**config.mk**
```make
export PLATFORM = sky130hd
export DESIGN_NAME = button_conditioner
export DESIGN_NICKNAME = d
export VERILOG_FILES = /design/src/rtl/button_conditioner.sv
export SDC_FILE = /design/constraint.sdc
export NUM_CORES = 1
export LEC_CHECK = 0
export ABC_AREA = 1
export CORE_MARGIN = 5
export CORE_UTILIZATION = 30
export DETAILED_ROUTE_END_ITERATION = 10
export PLACE_DENSITY_LB_ADDON = 0.1
export SLEW_MARGIN = 40
export SYNTH_ARGS = -nofsm -noshare
export SYNTH_HDL_FRONTEND = slang
export SYNTH_SLANG_ARGS = --single-unit
```
**constraint.sdc**
```tcl
create_clock -name clk -period 3.7 [get_ports clk]
set_clock_uncertainty 0.2 [all_clocks]
set_input_delay 0.74 -clock clk [delete_from_list [all_inputs] [get_ports clk]]
set_output_delay 0.74 -clock clk [all_outputs]
set_load 0.005 [all_outputs]
```
**src/rtl/button_conditioner.sv**
```systemverilog
// ---------------------------------------------------------------------------
// button_conditioner
//   Multi-channel pushbutton conditioner for the calculator front panel.
//   For each channel the raw button is synchronised and debounced with a
//   consecutive-sample integrator on a shared slow tick. The result is a
//   clean level plus one-cycle press, release and auto-repeat pulses.
//
// Parameters
//   CHANNELS      number of independent buttons
//   TICK_DIV      clk cycles per sample tick (>=1, 1 = every cycle)
//   STABLE_TICKS  consecutive disagreeing ticks needed to flip the level (>=1)
//   REPEAT_EN     nonzero enables auto-repeat, 0 holds btn_repeat at 0
//   REPEAT_DELAY  ticks from press to the first repeat (>=1)
//   REPEAT_RATE   ticks between subsequent repeats (>=1)
//
// Ports
//   clk          in   system clock
//   reset        in   synchronous active-high reset
//   btn_in       in   [CHANNELS] raw asynchronous buttons, active-high
//   btn_level    out  [CHANNELS] debounced level
//   btn_press    out  [CHANNELS] one-cycle pulse on debounced 0->1
//   btn_release  out  [CHANNELS] one-cycle pulse on debounced 1->0
//   btn_repeat   out  [CHANNELS] one-cycle auto-repeat pulse while held
// ---------------------------------------------------------------------------
module button_conditioner #(
  parameter int unsigned CHANNELS     = 5,
  parameter int unsigned TICK_DIV     = 250000,
  parameter int unsigned STABLE_TICKS = 4,
  parameter int unsigned REPEAT_EN    = 1,
  parameter int unsigned REPEAT_DELAY = 200,
  parameter int unsigned REPEAT_RATE  = 40
) (
  input  logic                clk,
  input  logic                reset,
  input  logic [CHANNELS-1:0] btn_in,
  output logic [CHANNELS-1:0] btn_level,
  output logic [CHANNELS-1:0] btn_press,
  output logic [CHANNELS-1:0] btn_release,
  output logic [CHANNELS-1:0] btn_repeat
);

  localparam int unsigned TICK_W   = (TICK_DIV > 1) ? $clog2(TICK_DIV) : 1;
  localparam int unsigned CNT_W    = (STABLE_TICKS > 1) ? $clog2(STABLE_TICKS) : 1;
  localparam int unsigned HOLD_MAX = (REPEAT_DELAY > REPEAT_RATE) ? REPEAT_DELAY : REPEAT_RATE;
  localparam int unsigned HCNT_W   = $clog2(HOLD_MAX + 1);

  localparam logic [TICK_W-1:0] TICK_LAST = TICK_W'(TICK_DIV - 1);
  localparam logic [CNT_W-1:0]  CNT_LAST  = CNT_W'(STABLE_TICKS - 1);
  localparam logic [HCNT_W-1:0] DELAY_V   = HCNT_W'(REPEAT_DELAY);
  localparam logic [HCNT_W-1:0] RATE_V    = HCNT_W'(REPEAT_RATE);
  localparam logic [HCNT_W-1:0] HCNT_SAT  = {HCNT_W{1'b1}};
  localparam bit                REP_ON    = (REPEAT_EN != 0);

  typedef enum logic [1:0] {
    ST_RELEASED = 2'd0,
    ST_HELD     = 2'd1,
    ST_REPEAT   = 2'd2
  } state_t;

  logic [TICK_W-1:0]   tick_cnt;
  logic                tick_c;
  logic [CHANNELS-1:0] sync_q1;
  logic [CHANNELS-1:0] sync_q2;

  // Shared sample tick: one-cycle strobe on the last count, wrapping on the same edge.
  assign tick_c = (tick_cnt == TICK_LAST);

  always_ff @(posedge clk) begin
    if (reset) begin
      tick_cnt <= '0;
    end else if (tick_c) begin
      tick_cnt <= '0;
    end else begin
      tick_cnt <= tick_cnt + TICK_W'(1);
    end
  end

  // Two-flop synchroniser for the asynchronous button pins.
  always_ff @(posedge clk) begin
    if (reset) begin
      sync_q1 <= '0;
      sync_q2 <= '0;
    end else begin
      sync_q1 <= btn_in;
      sync_q2 <= sync_q1;
    end
  end

  for (genvar g = 0; g < CHANNELS; g++) begin : g_ch
    logic              level;
    logic              level_nxt;
    logic [CNT_W-1:0]  cnt;
    logic [CNT_W-1:0]  cnt_nxt;
    state_t            state;
    state_t            state_nxt;
    logic [HCNT_W-1:0] hcnt;
    logic [HCNT_W-1:0] hcnt_nxt;
    logic [HCNT_W-1:0] hcnt_inc;
    logic              press_nxt;
    logic              release_nxt;
    logic              repeat_nxt;
    logic              press_q;
    logic              release_q;
    logic              repeat_q;

    // Integrator: the level flips only after STABLE_TICKS consecutive
    // disagreeing ticks; any agreeing tick restarts the count.
    always_comb begin
      level_nxt = level;
      cnt_nxt   = cnt;
      if (tick_c) begin
        if (sync_q2[g] == level) begin
          cnt_nxt = '0;
        end else if (cnt == CNT_LAST) begin
          level_nxt = sync_q2[g];
          cnt_nxt   = '0;
        end else begin
          cnt_nxt = cnt + CNT_W'(1);
        end
      end
    end

    // Press/hold/repeat FSM. It looks at the level being written on this
    // tick so that the pulses land on the same edge as the level change.
    always_comb begin
      state_nxt   = state;
      hcnt_nxt    = hcnt;
      press_nxt   = 1'b0;
      release_nxt = 1'b0;
      repeat_nxt  = 1'b0;
      hcnt_inc    = hcnt + HCNT_W'(1);
      if (tick_c) begin
        case (state)
          ST_RELEASED: begin
            if (level_nxt) begin
              state_nxt = ST_HELD;
              hcnt_nxt  = '0;
              press_nxt = 1'b1;
            end
          end
          ST_HELD: begin
            if (!level_nxt) begin
              state_nxt   = ST_RELEASED;
              release_nxt = 1'b1;
            end else if (REP_ON && (hcnt_inc == DELAY_V)) begin
              state_nxt  = ST_REPEAT;
              hcnt_nxt   = '0;
              repeat_nxt = 1'b1;
            end else if (hcnt != HCNT_SAT) begin
              // Saturate so a long hold without repeat never wraps.
              hcnt_nxt = hcnt_inc;
            end
          end
          ST_REPEAT: begin
            if (!level_nxt) begin
              state_nxt   = ST_RELEASED;
              release_nxt = 1'b1;
            end else if (hcnt_inc == RATE_V) begin
              hcnt_nxt   = '0;
              repeat_nxt = 1'b1;
            end else begin
              hcnt_nxt = hcnt_inc;
            end
          end
          default: begin
            state_nxt = ST_RELEASED;
            hcnt_nxt  = '0;
          end
        endcase
      end
    end

    // Channel state and registered outputs.
    always_ff @(posedge clk) begin
      if (reset) begin
        level     <= 1'b0;
        cnt       <= '0;
        state     <= ST_RELEASED;
        hcnt      <= '0;
        press_q   <= 1'b0;
        release_q <= 1'b0;
        repeat_q  <= 1'b0;
      end else begin
        level     <= level_nxt;
        cnt       <= cnt_nxt;
        state     <= state_nxt;
        hcnt      <= hcnt_nxt;
        press_q   <= press_nxt;
        release_q <= release_nxt;
        repeat_q  <= repeat_nxt;
      end
    end

    assign btn_level[g]   = level;
    assign btn_press[g]   = press_q;
    assign btn_release[g] = release_q;
    assign btn_repeat[g]  = repeat_q;
  end

endmodule
```
**After elaboration in Yosys (flattened, before gate mapping)**

Index checks and enable logic that the tools add are counted.

- RAM bits: 0
- Memories kept: 0
- Logic and storage cells: 278
- Memory bits (read-only): 0
- Flip-flop bits (word level): 108
- Input port bits: 7
- Latch bits: 0

- Div/mod/pow operators: 0
- Multiplexer cells: 120
- $lt $le $gt $ge: 0
- $add $sub $neg: 11
- Reduce and logical (&&, ||, !) cells: 32
- Multiply operators: 0
- Shift operators: 0
- Equal/unequal tests: 66
- Bitwise logic cells: 11

Operators with widths:

| operator | count |
|---|---|
| $mux W8 | 30 |
| $pmux W8 S3 | 5 |
| $mux W2 | 30 |
| $mux W1 | 45 |
| $add A8 B1 Y8 const B | 5 |
| $eq A8 B6 Y1 const B | 5 |
| $eq A8 B8 Y1 const B | 5 |
| $ne A2 B2 Y1 const B | 20 |
| $ne A8 B8 Y1 const B | 5 |
| $ne A3 B3 Y1 const B | 10 |
| $pmux W2 S3 | 5 |
| $reduce_or A3 Y1 | 10 |
| $reduce_and A5 Y1 | 5 |
| $eq A2 B2 Y1 const B | 10 |
| $reduce_and A4 Y1 | 5 |
| $add A18 B1 Y18 const B | 1 |
| $eq A18 B18 Y1 const B | 1 |
| $reduce_or A2 Y1 | 7 |
| $not A1 Y1 | 11 |
| $add A2 B1 Y2 const B | 5 |
| $eq A2 B1 Y1 const B | 5 |
| $logic_not A2 Y1 | 5 |
| $pmux W1 S2 | 5 |
| $eq A1 B1 Y1 | 5 |

**Depth between registers and ports, before layout**

Gate-level depths: netlist (run 1).

- Word-level depth: 6
- Mapped depth: 15

**Worst setup path after synthesis (run 1)**

OpenSTA, ideal clock, no wires.

- Path kind: reg-to-reg
- From: register tick_cnt[0]
- To: register g_ch[3].hcnt[5]
- Setup slack: 1.513 ns
- Data arrival time: 1.874 ns
- Setup time: 0.113 ns
- Cell stages (with the launch flop): 12
- Buffers on the path: 1
- Path through: dfxtp_1 > ha_1 > nand3_2 > nor2_2 > inv_1 > nor4_4 > nand2_2 > nor2_4 > buf_6 > nand2_1 > nand2_1 > nor2_1

- Word-level cells in the longest chain between the ends: 4

Ends and longest elaborated chain:

| element | line | RTL |
|---|---|---|
| start, declared | 60 | `logic [TICK_W-1:0] tick_cnt;` |
| start signal, assigned | 74 | `tick_cnt <= tick_cnt + TICK_W'(1);` |
| $eq A18 B18 Y1 (*) | 66 | `assign tick_c = (tick_cnt == TICK_LAST);` |
| $mux W1 | 111 | `if (tick_c) begin` |
| $ne A2 B2 Y1 (no line) | - |  |
| $reduce_and A5 Y1 (no line) (*) | - |  |
| end signal, assigned | 187 | `hcnt <= hcnt_nxt;` |
| end, declared | 96 | `logic [HCNT_W-1:0] hcnt;` |

Every way passes the cells marked *; elsewhere a longest branch is shown, timed or not.
A chain may end at the register's enable or synchronous reset.

**Worst setup path after layout (run 1)**

- From: register tick_cnt[0]
- To: register g_ch[2].hcnt[6]

- Word-level cells in the longest chain between the ends: 4

Ends and longest elaborated chain:

| element | line |
|---|---|
| $eq A18 B18 Y1 (*) | 66 |
| $mux W1 | 111 |
| $ne A2 B2 Y1 (no line) | - |
| $reduce_and A5 Y1 (no line) (*) | - |
| end signal, assigned | 187 |
| end, declared | 96 |

Marked as above.

==> results of run 1 <==
-- synth_stat cells, types with 5 or more instances --
cell	n	area (um2)
nand2_1	269	1010
nor2_1	163	611.8
inv_1	139	521.8
nand3_1	110	550.5
dfxtp_1	108	2162
a21oi_1	34	170.2
ha_1	26	325.3
nand4_1	24	150.1
buf_4	21	157.7
o21ai_0	20	100.1
nor3_1	13	65.06
xor2_1	10	87.58
clkbuf_1	7	26.28
buf_1	5	18.77
nand3b_1	5	37.54
-- cell type report --
type,instances,share of cell area (%)
multi-input combinational,706,48.37
sequential,108,31.04
inverter,141,7.598
tap,275,4.940
timing repair buffer,30,4.167
clock buffer,13,3.736
clock inverter,2,0.1437
-- through the flow --
step | total power (W) | cell area [um2] | worst slack (ns) | std cells
floorplan | 0.001229 | 6289 | 1.513 | 991
global placement | 0.001248 | 6695 | 0.9487 | 1260
detailed placement | 0.001248 | 6695 | 0.8943 | 1260
CTS | 0.002186 | 6965 | 0.8701 | 1275
global route | 0.002235 | 6965 | 0.6625 | 1275
finish | 0.002146 | 6965 | 0.9637 | 1275
-- metal layers --
metal	GRT usage [%]	vias up
met5	0	-
met4	4.121	0
met3	1.763	15
met2	21.94	70
met1	17.92	2503
li1	-	3110
-- path summary, 6_finish.rpt --
kind / from / endpoint / slack [ns]
hold reg to reg: sync_q1[3]$_SDFF_PP0_ / sync_q2[3]$_SDFF_PP0_ / 0.20
setup reg to reg: tick_cnt[0]$_SDFF_PP0_ / g_ch[2].hcnt[6]$_SDFFE_PP0P_ / 0.96
setup / recovery: tick_cnt[0]$_SDFF_PP0_ / g_ch[2].hcnt[6]$_SDFFE_PP0P_ / 0.96
hold / removal: sync_q1[3]$_SDFF_PP0_ / sync_q2[3]$_SDFF_PP0_ / 0.20
-- worst max-delay path: stages (launching register included) --
cell and delay [ns]:
dfxtp_1 0.40, ha_1 0.22, nand3_2 0.15, nor2_2 0.13
inv_1 0.08, nor4_4 0.65, nand2_2 0.15, nor2_2 0.42
o21ai_0 0.14, nor2_1 0.13
-- power by group through the flow --
stage / clock network, W / logic (W) / registers (W)
3_3_place_gp: 0 / 0.0000463 / 0.00120
6_report: 0.000927 / 0.0000449 / 0.00117
5_1_grt: 0.00101 / 0.0000512 / 0.00118
2_1_floorplan: 0 / 0.0000287 / 0.00120
3_5_place_dp: 0 / 0.0000461 / 0.00120
4_1_cts: 0.000966 / 0.0000463 / 0.00117
-- sequential cells by signal, indices dropped and copies added, names as in the netlist --
name and cells:
g_ch.hcnt 40, tick_cnt 18, g_ch.cnt 10, g_ch.state 10, g_ch.level 5, g_ch.press_q 5, g_ch.release_q 5, g_ch.repeat_q 5
sync_q1 5, sync_q2 5
-- cells by family after synthesis --
kind of cell | count (synthesis)
AO/OA/AOI/OAI | 64
XOR/XNOR | 12
adder cells (fa/ha/maj) | 26
buffers and inverters | 177
flip-flops | 108
AND/OR/NAND/NOR | 604
==> flow_summary_export.csv, run 1 <==
group,metric,value,unit
power,leakage,3.159,nW
route,wl_per_cell,11.94,um
layout,post-route-util,33.45,%
die,core-area,20820,um2
placement,gp_congestion,0.7888,
cts,cts_setup_buffers,0,
power,netSwitchingPower,0.0004715,W
logic_synthesis,synth_xor_area_share,1.671,%
run,maxCapViolations,0,
grt,grt_pass1_vias,5553,
placement,hpwl,11.16,mm
sta,period_share,73.96,%
cts,cts_sinks,108,
cts,insertion_delay,0.35,ns
sta,hold_violations,0,
die,die_w,154.8,um
route,dr_wl_met3,412,um
worst_setup_path,worst_ep_required_time,3.79,ns
layout,syn_to_final_growth,10.76,%
logic_synthesis,synth_cells,991,
logic_synthesis,synth-seq-cells,108,
route,routed_wl,15.23,mm
route,via_count,5698,
die,initial_core_util,30.20,%
grt,grt-ovfl-total,0,
die,rows,53,
logic_synthesis,syn_area_per_cell,6.346,um2
sta,rsz0062_at_grt,"false",
die,dieArea,23960,um2
grt,antenna_found_initial,0,
worst_setup_path,critical_path_class,"reg2reg",
worst_hold_path,whs_path_depth,2,
power,comb_power_share,2.1,%
worst_hold_path,hold_class,"reg2reg",
worst_setup_path,startpoint_type,"register",
worst_setup_path,path_max_fanout,12,
route,drtIter0Drc,301,
logic_synthesis,synthAdderAreaFrac,5.173,%
route,ant_nets,0,
route,post-route-drc-count,0,
layout,diodes,0,
sta,max_freq,0.3655,GHz
placement,io_buffers,26,
worst_setup_path,cp.arrival,2.83,ns
cts,cts_max_path_buffers,2,
power,switching_share,21.97,%
logic_synthesis,synth_top_family_by_area,"simple AND/OR/NAND/NOR gates",
die,fp.dieH,154.8,um
logic_synthesis,synth_compound_area_share,5.491,%
grt,grt_max_degree,62,
sta,period_minus_slack,2.736,ns
cts,post_cts_resized,0,
layout,num-nets-final,1029,
route,highest_layer,"met4",
sta,slew_headroom,48.57,%
power,power.density,308.1,nW/um2
cts,htreeDepth,3,
logic_synthesis,yosys.area_share.simple,41.21,%
route,dr_wl_met2,6.803,mm
layout,final_cell_mix,"nand2_1, nor2_1, inv_1",
logic_synthesis,synthArstFlopShare,0,%
cts,postCtsHoldBufs,0,
grt,grt.total_usage,13.24,%
route,via_per_inst,4.469,
logic_synthesis,syn_area,6289,um2
logic_synthesis,synth.area.mux_share,0,%
logic_synthesis,syn_nets,1024,
cts,root_buffer,"clkbuf_16",
worst_setup_path,rr_worst_depth,9,
layout,final_common_cell,"nand2_1",
layout,fill_cells,2332,
logic_synthesis,yosysUniqueCellTypes,35,
cts,clk_pin_slew,0.07,ns
die,pin_count,27,
worst_setup_path,end_kind,"register",
power,vdd_drop_max,0.1881,mV
sta,worst_slew_pin_slew,0.7656,ns
route,wl_met1,7.804,mm
cts,cts_inserted_buffers,9,
run_status,status,"completed",
logic_synthesis,ys_seq_area_share,34.38,%
sta,setup_viol,0,
power,clkPwrFrac,43.2,%
route,firstDrtPassIters,4,
layout,drive_gt1_share,3.700,%
layout,final-seq-area,2162,um2
layout,multi_input_area,3369,um2
grt,grt_pass1_wl,26.50,mm
logic_synthesis,yosys_warnings,0,
logic_synthesis,synth-edff-count,0,
sta,setup_tns,0,ns
power,seqPwrFrac,54.7,%
logic_synthesis,synthFlopType,"dfxtp_1",
cts,cts_tree,"built",
sta,whs,0.2016,ns
power,p_int,0.001674,W
sta,slew_viol_final,0,
No activity file was read; power rests on OpenSTA's default activity.
==> run 2, diff against run 1 <==
==> constraint.sdc (replaced) <==
create_clock -name clk -period 2.75 [get_ports clk]
set_clock_uncertainty 0.2 [all_clocks]
set_input_delay 0.55 -clock clk [delete_from_list [all_inputs] [get_ports clk]]
set_output_delay 0.55 -clock clk [all_outputs]
set_load 0.005 [all_outputs]
==> run 2 against run 1 <==
Compared with the run above:
- flip-flop and latch count did not move
- highest routed layer unchanged
- setup slack got worse by 0.65 ns
- register-to-register slack got worse by 0.65 ns
- utilization increased by 0.50 points
- hold slack got worse by 0.0019 ns
==> flow_summary_export.csv, run 2 (synthesis gave the netlist of run 1 again) <==
group,metric,value,unit
run_status,status,"completed",
power,netSwitchingPower,0.0007129,W
placement,io_buffers,26,
cts,insertion_delay,0.37,ns
worst_setup_path,crit_chain,"ha_1, nand3_2, nor2_4, nand3_2, nand2_1, nand2_1, nand3_1, nand2_1, nor2_1, nor2_1, nor2_1",
route,wl_per_cell,12.11,um
cts,cts_setup_buffers,0,
power,power,0.003031,W
sta,rsz0062_at_grt,"false",
die,dieArea,23960,um2
worst_setup_path,cp_slowest_stage_delay,0.40,ns
layout,final_cell_mix,"nand2_1, nor2_1, inv_1",
power,vdd_drop_max,0.2724,mV
sta,period_share,88.63,%
die,die_w,154.8,um
cts,root_buffer,"clkbuf_16",
die,pin_count,27,
worst_setup_path,worst_ep_required_time,2.85,ns
route,drtIter0Drc,260,
grt,grt.total_usage,13.38,%
sta,max_freq,0.4103,GHz
grt,antenna_found_initial,0,
cts,postCtsHoldBufs,0,
power,seqPwrFrac,52.1,%
power,switching_share,23.52,%
worst_setup_path,critical_path_class,"reg2reg",
placement,hpwl,11.51,mm
sta,slew_headroom,68.72,%
layout,drive_gt1_share,4.851,%
cts,clk_pin_slew,0.08,ns
power,comb_power_share,2.1,%
layout,reg_top3,"g_ch.hcnt x40, tick_cnt x18",
sta,setup_tns,0,ns
placement,gp_congestion,0.8028,
worst_setup_path,startpoint_type,"register",
grt,grt-ovfl-total,0,
sta,worst_slew_pin_slew,0.4687,ns
route,post-route-drc-count,0,
die,fp.dieH,154.8,um
grt,grt_max_degree,21,
route,routed_wl,15.57,mm
die,initial_core_util,30.20,%
power,clkPwrFrac,45.7,%
run,maxCapViolations,0,
route,via_count,5721,
power,leakage,3.215,nW
cts,cts_tree,"built",
cts,htreeDepth,3,
route,ant_nets,0,
cts,cts_inserted_buffers,9,
power,power.density,428.8,nW/um2
cts,post_cts_resized,0,
sta,period_minus_slack,2.437,ns
grt,grt_pass1_wl,26.34,mm
cts,cts_max_path_buffers,2,
sta,slew_viol_final,0,
cts,cts_sinks,108,
die,core-area,20820,um2
worst_setup_path,path_max_fanout,12,
route,firstDrtPassIters,4,
layout,syn_to_final_growth,12.42,%
worst_setup_path,crit_slowest_cell,"dfxtp_1",
route,via_per_inst,4.452,
layout,diodes,0,
grt,grt_pass1_vias,5309,
worst_setup_path,cp.arrival,2.54,ns
layout,final_common_cell,"nand2_1",
worst_setup_path,end_kind,"register",
sta,setup_viol,0,
sta,hold_violations,0,
layout,largest_register_ffs,40,
die,rows,53,
power,p_int,0.002318,W
layout,num-nets-final,1038,
worst_hold_path,hold_class,"reg2reg",
layout,largest_register,"g_ch.hcnt",
[run 2: cell count changes in the layout (fill, tap and decap cells not counted)]
cell	previous run	this run
buf_4	4	13
bufinv_16	0	1
clkbuf_1	2	0
clkbuf_8	2	0
clkinv_2	2	0
clkinv_4	0	2
clkinvlp_4	0	1
inv_6	0	3
[run 2: critical path, delay by kind of cell (launching register included)]
kind / cells / cell delay [ns]
flops: 1 / 0.40
fa+ha+maj: 1 / 0.22
simple gates: 10 / 1.56
[run 2: final cells by class]
type / count / area [um2]
Inverter: 141 / 529.3
Sequential cell: 108 / 2162
Fill cell: 2356 / 13750
Clock buffer: 9 / 225.2
Multi-Input combinational cell: 706 / 3369
Clock inverter: 7 / 81.33
Timing Repair Buffer: 39 / 357.8
Tap cell: 275 / 344.1
[run 2: routing by layer]
metal / GRT usage [%] / share of wire [%] / vias to the layer above / routed length, um
met5: 0 / 0 / - / 0
met4: 2.775 / 0.82 / 0 / 128
met3: 3.190 / 2.6 / 8 / 398
met2: 21.73 / 45 / 46 / 7026
met1: 18.16 / 51 / 2536 / 8014
li1: - / - / 3131 / -
[run 2: final timing paths]
path | start | endpoint | slack (ns) | cells after the start
setup / recovery | tick_cnt[0]$_SDFF_PP0_ | g_ch[4].state[0]$_SDFFE_PP0P_ | 0.31 | 11
setup reg to reg | tick_cnt[0]$_SDFF_PP0_ | g_ch[4].state[0]$_SDFFE_PP0P_ | 0.31 | 11
hold reg to reg | sync_q1[3]$_SDFF_PP0_ | sync_q2[3]$_SDFF_PP0_ | 0.20 | 2
hold / removal | sync_q1[3]$_SDFF_PP0_ | sync_q2[3]$_SDFF_PP0_ | 0.20 | 2
[run 2: metrics by stage]
stage          cells  setup slack [ns]  area [um2]  hold slack [ns]  utilization, %
2_1_floorplan    991            0.5634        6289           0.1883               -
3_3_place_gp    1269            0.3058        6763           0.1922           32.48
3_5_place_dp    1269            0.2241        6763           0.1940           32.48
4_1_cts         1285            0.2139        7069           0.2059           33.95
5_1_grt         1285           0.01608        7069           0.2320           33.95
6_report        1285            0.3127        7069           0.1997           33.95
[run 2: power groups by stage]
stage | combinational, W | sequential [W] | clock, W
floorplan | 0.0000386 | 0.00161 | 0
global placement | 0.0000667 | 0.00162 | 0
detailed placement | 0.0000663 | 0.00162 | 0
CTS | 0.0000664 | 0.00158 | 0.00146
global route | 0.0000735 | 0.00158 | 0.00152
finish | 0.0000650 | 0.00158 | 0.00139
